[src/rtl/contador_de_periodos_pkg.sv]
// contador_de_periodos_pkg: shared FSM state type and period width for the period meter.
package contador_de_periodos_pkg;
  typedef enum logic [1:0] {IDLE, WAIT_EDGE, MEASURE, DONE} estado_t;
  localparam int PERIODO_W = 32;
endpackage

[src/rtl/detector_de_borda.sv]
// detector_de_borda: rising-edge detector with optional 2-flop synchronizer (CONTADOR_DE_PERIODOS_SYNC_EN).
module detector_de_borda (
  input  logic clk,
  input  logic rst,
  input  logic sinal_in,
  output logic rise
);
  logic s, sin_prev;
`ifdef CONTADOR_DE_PERIODOS_SYNC_EN
  logic [1:0] sync;
  always_ff @(posedge clk)
    sync <= rst ? 2'b00 : {sync[0], sinal_in};
  assign s = sync[1];
`else
  assign s = sinal_in;
`endif
  always_ff @(posedge clk)
    sin_prev <= rst ? 1'b0 : s;
  assign rise = s & ~sin_prev;
endmodule

[src/rtl/contador_de_periodos.sv]
// contador_de_periodos: measures the period between two rising edges of sinal_in in whole ms (sync option: CONTADOR_DE_PERIODOS_SYNC_EN).
module contador_de_periodos
  import contador_de_periodos_pkg::*;
#(
  parameter int CLKS_PER_MS = 1000
) (
  input  logic                 clk,
  input  logic                 rst,
  input  logic                 start,
  input  logic                 sinal_in,
  output logic                 ready,
  output logic                 done,
  output logic [PERIODO_W-1:0] periodo_ms
);
  localparam int CW = CLKS_PER_MS > 1 ? $clog2(CLKS_PER_MS) : 1;
  estado_t estado, prox;
  logic rise, wrap;
  logic [CW-1:0] cyc_cnt;
  logic [PERIODO_W-1:0] ms_cnt, ms_prox;
  detector_de_borda u_det (.clk(clk), .rst(rst), .sinal_in(sinal_in), .rise(rise));
  // ms_prox already includes a wrap in the current cycle, so a rise coinciding with a wrap counts it
  assign wrap    = cyc_cnt == CW'(CLKS_PER_MS - 1);
  assign ms_prox = (wrap && ms_cnt != '1) ? ms_cnt + 1'b1 : ms_cnt;
  assign ready   = estado == IDLE;
  assign done    = estado == DONE;
  always_comb begin
    prox = estado;
    prox = estado == IDLE      ? (start ? WAIT_EDGE : IDLE) :
           estado == WAIT_EDGE ? (rise ? MEASURE : WAIT_EDGE) :
           estado == MEASURE   ? (rise ? DONE : MEASURE) : IDLE;
  end
  always_ff @(posedge clk) begin
    if (rst) begin
      estado     <= IDLE;
      cyc_cnt    <= '0;
      ms_cnt     <= '0;
      periodo_ms <= '0;
    end else begin
      estado <= prox;
      if (estado == WAIT_EDGE && rise) begin
        cyc_cnt <= '0;
        ms_cnt  <= '0;
      end else if (estado == MEASURE) begin
        cyc_cnt <= wrap ? '0 : cyc_cnt + CW'(1);
        ms_cnt  <= ms_prox;
        if (rise) periodo_ms <= ms_prox;
      end
    end
  end
endmodule

[config.mk]
export PLATFORM = sky130hd
export DESIGN_NAME = contador_de_periodos
export DESIGN_NICKNAME = d
export VERILOG_FILES = /design/src/rtl/contador_de_periodos_pkg.sv /design/src/rtl/detector_de_borda.sv /design/src/rtl/contador_de_periodos.sv
export SDC_FILE = /design/constraint.sdc
export NUM_CORES = 1
export LEC_CHECK = 0
export CAP_MARGIN = 0
export CORE_MARGIN = 2
export CORE_UTILIZATION = 45
export CTS_CLUSTER_DIAMETER = 50
export CTS_CLUSTER_SIZE = 28
export DETAILED_ROUTE_END_ITERATION = 8
export PLACE_DENSITY = 0.65
export SLEW_MARGIN = 5
export SYNTH_ARGS = -nofsm -noshare
export SYNTH_HDL_FRONTEND = slang
export SYNTH_SLANG_ARGS = --single-unit
[constraint.sdc]
create_clock -name clk -period 5.1 [get_ports clk]
set_input_delay 0.51 -clock clk [delete_from_list [all_inputs] [get_ports clk]]
set_output_delay 0.51 -clock clk [all_outputs]
set_load 0.01 [all_outputs]
# Word level (Yosys, flattened, before mapping)
# Cells that the tools add are included.
[totals]
register_bits = 77
inputBits = 4
out_inout_bits = 34
elab_cells = 28
[classes]
add_sub_neg = 2
n_eq_ne = 5
n_mux = 8
n_bitwise = 3
reduce_logical = 5
[ops]
columns = ["op", "n"]
rows = [
  ["adder 32 x 1 -> 32 bit, second input constant", 1],
  ["two-way mux 32 bit", 1],
  ["inequality test 32 bit, second input constant", 1],
  ["adder 10 x 1 -> 10 bit, second input constant", 1],
  ["equality test 10 bit, second input constant", 1],
  ["two-way mux 10 bit", 1],
  ["two-way mux 2 bit", 4],
  ["equality test 2 bit, second input constant", 2],
  ["AND reduction 3 bit", 1],
  ["equality test 2 x 1 -> 1 bit, second input constant", 1],
  ["logical AND 1 bit", 2],
  ["zero test 2 bit", 1],
  ["two-way mux 1 bit", 2],
  ["inverter 1 bit", 2],
  ["OR reduction 2 bit", 1],
  ["bitwise AND 1 bit", 1],
]

# Logic depth before layout (Yosys ltp)
[logic_depth]
ltp_word = 6
mapped_depth = 9
mapped_depth_nobuf = 6

# Cells and area by module
# From an unflattened synthesis, not the netlist that was laid out.
[hier_totals]
hier_cells = 474
hier_area_um2 = 3945.0
[modules_own_cells]
columns = ["mod", "n_inst", "cells_per_inst", "area_per_inst_um2", "seq_area_each_um2"]
rows = [
  ["contador_de_periodos", 1, 471, 3897.5, 1521.5],
  ["detector_de_borda", 1, 3, 47.5, 20.0],
]

# Worst setup path after synthesis
# OpenSTA, ideal clock, no wires.
[synth_timing]
kind = "register to register"
startpoint = "reg ms_cnt[24]"
endpoint = "reg ms_cnt[1]"
setup_ps = 128
t_arrival_ps = 2066
required_ps = 4972
setup_slack_ps = 2906
stages_incl_launch_ff = 10
path_buffers = 4
synth_period_minus_slack_ps = 2194
path_cell_list = "dfxtp_1 -> buf_2 -> nand4_1 -> or3_1 -> buf_2 -> o311ai_4 -> buf_4 -> buf_6 -> mux2i_1 -> nor2_1"
[synth_via]
elab_chain_len = 3
[synth_rtl]
columns = ["item", "line", "source"]
rows = [
  ["start: declaration", "contador_de_periodos.sv:19", "logic [PERIODO_W-1:0] ms_cnt, ms_prox;"],
  ["start signal: assignment", "contador_de_periodos.sv:45", "ms_cnt <= ms_prox;"],
  ["inequality test 32 bit", "contador_de_periodos.sv:23", "assign ms_prox = (wrap && ms_cnt != '1) ? ms_cnt + 1'b1 : ms_cnt;"],
  ["logical AND 1 bit", "contador_de_periodos.sv:23", ""],
  ["two-way mux 32 bit", "contador_de_periodos.sv:23", ""],
]
# No other way between the ends.
# A chain may end at the register's enable or synchronous reset.

# Final worst setup path
[layout_timing]
startpoint = "reg ms_cnt[24]"
endpoint = "reg periodo_ms[31]"
[layout_via]
elab_chain_len = 3
elab_cells_between_ends = 4
cone_classes = "add/sub: 1; eq/ne: 1; mux: 1; reduce/logical: 1"
[layout_rtl]
columns = ["item", "line", "source"]
rows = [
  ["parallel branches: the longest is 2 deep, another holds adder 32 x 1 -> 32 bit", "n/a", ""],
  ["two-way mux 32 bit *", "contador_de_periodos.sv:23", ""],
  ["end signal: assignment", "contador_de_periodos.sv:46", "if (rise) periodo_ms <= ms_prox;"],
  ["end: declaration", "contador_de_periodos.sv:13", "output logic [PERIODO_W-1:0] periodo_ms"],
]
# Every way passes the cells marked *.

==> out/metrics.csv <==
metric;value;unit
status;finished, final reports clean;
Clock Tree Buf Depth;2;
total wire length;9.83;mm
Clk Tree Root Cell;clkbuf_8;
Sequential Power Share;50.4;%
drt wl/cell;15.9;um
CP max stage delay;0.94;ns
Largest delay share family, worst path;compound AO/OA/AOI/OAI gates;
antenna fix cells;0;
Crit Path Category;reg -> reg;
Die Wd;97.9;um
WP data arrival;3.15;ns
Synth cell types;43;
GR Util All Layers;20.8;%
H-tree Lvls;3;
cells after synthesis;487;
layout cells sized above 1;6.48;%
clk_lat worst skew;0.35;ns
Post-Syn Nets;493;
highest-count cells in the layout ignoring fill and taps;77 x dfxtp_1, 57 x nor2_1, 46 x or3_1;
DRT antenna net count;0;
Slew Limit Headroom;30.6;%
Die Area;9590;um^2
Nets;510;
fin crit share;56.7;%
die height;97.9;um
CTS tree;yes;
Setup crit start kind;flop;
syn avg cell area;8.15;um^2
number of synthesized flops with an enable pin;0;
post-layout min period;2.89;ns
Post-DP HPWL;6.82;mm
Seq/Total Area, Yosys;38.8;%
clock group share of total power;44.9;%
number of post-CTS setup repair buffers;0;
Pleak;1.27;nW
Buf+Inv Stages, Crit Path;0;
Crit path required time;5.36;ns
clk_skew;0.00995;ns
RSZ-0062 raised after global routing;false;
Final Slew Violations;0;
post-route setup TNS;0;ns
Worst-path clk slew;0.08;ns
IO Port Bufs;37;
Logic pwr share;4.7;%
upper clock frequency limit;0.346;GHz
Worst Hold Class;reg -> reg;
GRT Residual Overflow;0;
synthesized area;3970;um^2
Ys Warns;0;
Synth Flop Type;dfxtp_1;
Final WS setup;2.21;ns
DR vias;3753;
crit-path max FO;35;
CTS buffer count;9;
Core Rows;34;
Yosys reg bits;77;
Critical Path Slowest Stage Cell;a41o_1;
Sink Count;77;
RD Place Congestion;0.907;
setup violators final;0;
maximum vdd ir drop;0.141;mV
pre-CTS setup slack;2.31;ns
drt first pass iters;5;
max-cap violation count;0;
Area Growth Syn to Fin;15.5;%
Post-synth ARST share;0;%
vias in the first global route;3383;
crit path cell chain;nand4_1 -> nor3_1 -> a41o_1 -> o21ai_0 -> a311oi_1;
hold-fix buffers at CTS;0;
Slew @ Worst Pin;1.04;ns
largest net degree at the start of global routing;43;
switching share of total power;21.6;%
commonest non-fill, non-tap cell in the layout;dfxtp_1;
number of gates resized after cts;0;
Initial Util;46.0;%
Residual DRC;0;
Internal;0.000957;W
final hold violations;0;
Ports;38;
CP Capture Type;flop;
Switching Power;0.000263;W
global-route wire length before repair;16.4;mm
Core Area;8640;um^2
DR iter-0 viols;264;
initial antenna violation count;0;
PwrDens;266;nW/um^2
Vias/cell;6.08;
-- power groups by stage --
stage	registers (W)	logic (W)	clock network (W)
after CTS	0.000615	0.0000582	0.000560
after global routing	0.000616	0.0000631	0.000582
after detailed placement	0.000629	0.0000579	0
final	0.000615	0.0000574	0.000548
after global placement	0.000629	0.0000574	0
after floorplan	0.000631	0.0000301	0
-- cell usage after synthesis, drive strengths merged (11+ instances only) --
cell type / instances / area share [%]
dfxtp: 77 / 39
a21oi: 29 / 3.7
clkbuf: 19 / 1.8
or4: 18 / 3.7
o21ai: 43 / 5.4
or3: 46 / 7.2
nand4: 20 / 3.5
o31ai: 13 / 2.5
nand2: 24 / 2.3
nand3: 21 / 2.6
a311oi: 27 / 6.0
buf: 15 / 2.1
xor2: 11 / 2.4
nor2: 58 / 5.5
-- worst min-delay path, cell delays in order, from the launching register on --
cell      delay, ns
dfxtp_1        0.31
nor2_1         0.09
a311oi_1       0.05
-- logic make-up after synthesis --
logic type,Yosys count,share of synthesized area (%)
AO/OA/AOI/OAI,123,20.3
AND/OR/NAND/NOR,228,31.8
multiplexers,3,0.756
buffers and inverters,39,4.44
adder cells (fa/ha/maj),2,0.630
XOR/XNOR,15,3.31
flip-flops,77,38.8
-- path summary, 6_finish.rpt --
check / startpoint / to / slack [ns] / depth (start not counted)
min: periodo_ms[18]$_SDFFE_PP0P_ / periodo_ms[18]$_SDFFE_PP0P_ / 0.50 / 2
max reg2reg: ms_cnt[24]$_SDFFE_PP0P_ / periodo_ms[31]$_SDFFE_PP0P_ / 2.21 / 5
min reg2reg: periodo_ms[18]$_SDFFE_PP0P_ / periodo_ms[18]$_SDFFE_PP0P_ / 0.50 / 2
max: ms_cnt[24]$_SDFFE_PP0P_ / periodo_ms[31]$_SDFFE_PP0P_ / 2.21 / 5
-- layout make-up --
class	instances	area (um^2)
timing repair buffer	40	393
inverter	5	18.8
clock inverter	7	114
tap	108	135
fill	813	4050
clock buffer	9	124
multi-input combinational	371	2260
sequential	77	1540
-- flip-flops by register name, summed over array words and instances, names as in the netlist --
signal,cells
u_det.sin_prev,1
cyc_cnt,10
ms_cnt,32
estado,2
periodo_ms,32
-- stage by stage --
| step | utilization [%] | cell area, um^2 | instances | power [W] | hold WS, ns |
|---|---|---|---|---|---|
| 2_1_floorplan | - | 3970 | 487 | 0.000661 | 0.464 |
| 3_5_place_dp | 50.3 | 4350 | 601 | 0.000687 | 0.490 |
| 5_1_grt | 53.1 | 4590 | 617 | 0.00126 | 0.514 |
| 4_1_cts | 53.1 | 4590 | 617 | 0.00123 | 0.502 |
| 6_report | 53.1 | 4590 | 617 | 0.00122 | 0.496 |
| 3_3_place_gp | 50.3 | 4350 | 601 | 0.000686 | 0.486 |
-- metal layers --
metal	GRT usage, %	routed length [um]
met3	4.37	506
met5	0	0
met1	28.2	4780
met4	8.65	201
met2	32.3	4340
No activity file was read; power rests on OpenSTA's default activity.
==> edit (config.mk and constraints unchanged) <==
Add a define of `CONTADOR_DE_PERIODOS_SYNC_EN`.
--- a/src/rtl/detector_de_borda.sv
+++ b/src/rtl/detector_de_borda.sv
@@ -1,2 +1,4 @@
 // detector_de_borda: rising-edge detector with optional 2-flop synchronizer (CONTADOR_DE_PERIODOS_SYNC_EN).
+`define CONTADOR_DE_PERIODOS_SYNC_EN
+
 module detector_de_borda (
Behaviour: not the same (a bounded check fails within 10 cycles, from zero or initial values and one cycle with rst high).
==> edit against the original RTL <==
First-iteration DRC count is 13% lower. Routed wire length is 4.7% higher. Non-clock buffer count is 3 higher. Clock skew is 0.0062 ns lower. Total power is 4.3% lower. Maximum frequency is 1.0% higher. Via count is 4.1% higher. Final area is 2.0% higher. Global-route usage is 0.41 points higher. Worst setup slack better by 0.030 ns. Combinational power is 49% lower. Sequential cell count is 2 higher. Area after synthesis is 2.2% higher. Sequential power is 1% higher. Critical path type unchanged. Critical endpoint is now ms_cnt[21].
==> edit: results (changes against the original RTL) <==
hold_ws=0.4447 ns (-0.05175 ns); Nets=528 (+3.5%); Crit Path Max Fanout=24 (-31%); worst-case vdd ir drop=0.1439 mV (+2.4%); P&R area growth vs syn=15.27%; source of the worst hold timing path=u_det.sync[0]; grt met3 use=4.823% (+0.46 points); sequential share of cell area=33.82% (+0.21 points); first-pass GRT wire length=17070 um (+4.1%); Clock group=0.517 mW (-5.7%); Initial Utilization=46.51% (+0.54 points); TritonRoute pass-1 iters=7 (+2); Reg2Reg Depth=6 (+1); Worst Tran Pin Value=0.9469 ns (-0.09436 ns); ClkCell Share=4.870% (-0.31 points); fmax=349.2 MHz (+1.0%); FILL cells=814 (+0.12%); gpl congestion=1.002 (+10%); drt initial violations=230 (-13%); Reg-to-Reg End=ms_cnt[21]; Seq pwr share=53.2% (+2.8 points); Buffers, non-clock=43 (+7.5%); sequential share of the synthesized area=38.99% (+0.16 points); layout cells sized above 1=6.831% (+0.35 points); DR WL met2=4600 um (+6.1%); M2 GR Usage=32.69% (+0.34 points); Place WS=2.183 ns (-0.1262 ns); status=completed; multi-input logic area=2305 sq um (+2.0%); Final HPWL DP=6990 um (+2.5%); ranking of synthesized cells by area=dfxtp_1, o21ai_0, or3_1; switching power=0.2464 mW (-6.4%); #FFs+latches synth=79 (+2.6%); Post-Route WL=10290 um (+4.7%); DP Area=4448 sq um (+2.3%); Mapped Cells=510 (+4.7%); met3 routed WL=666 um (+32%); Slowest cell on crit path=a311o_1; core area=8721 sq um (+0.99%); multi-input gates=386 (+4.0%); critical path startpoint=cyc_cnt[0]; Mapped Nets=516 (+4.7%); Synth top cells by count=dfxtp_1, o21ai_0, clkbuf_1, nand2_1, a21oi_1; GRT met1 Usage=28.69% (+0.49 points); Via density=6.153 (+1.2%); total power=1.168 mW (-4.3%); Global Route Usage Sum=21.24% (+0.41 points); hold endpoint=u_det.sync[1]; P_leak=1.342 nW (+5.9%); Critical Path Max Stage Delay=0.60 ns (-0.34 ns)
## edit: cell count changes after synthesis, sizes merged, moves of 6 or more
cell and change:
o21ai +13, o31ai +6, nand3 +7, nand2 +10, nor3 +9, a311oi -25
a31oi +22, buf -10, xor2 -6, or3 -19, nor2 -30, clkbuf +18
## edit: cells by family (layout without fill, tap and decap cells)
logic type / after synthesis / after routing / share of synthesized area, %
muxes: 5 / 5 / 1.234
xor gates and xnor gates: 13 / 13 / 2.807
adders and majority gates: 2 / 2 / 0.6168
DFF: 79 / 79 / 38.99
AOI/OAI and AO/OA: 149 / 149 / 22.02
and+or+nand+nor: 217 / 217 / 29.86
buffers and inverters: 45 / 62 / 4.472
## edit: worst max-delay path: cells and delay by family, from the launching register on
family	cells	cell delay (ns)
AO/OA/AOI/OAI	2	0.76
AND/OR/NAND/NOR	3	1.43
adder cells (fa/ha/maj)	1	0.22
flip-flops	1	0.38
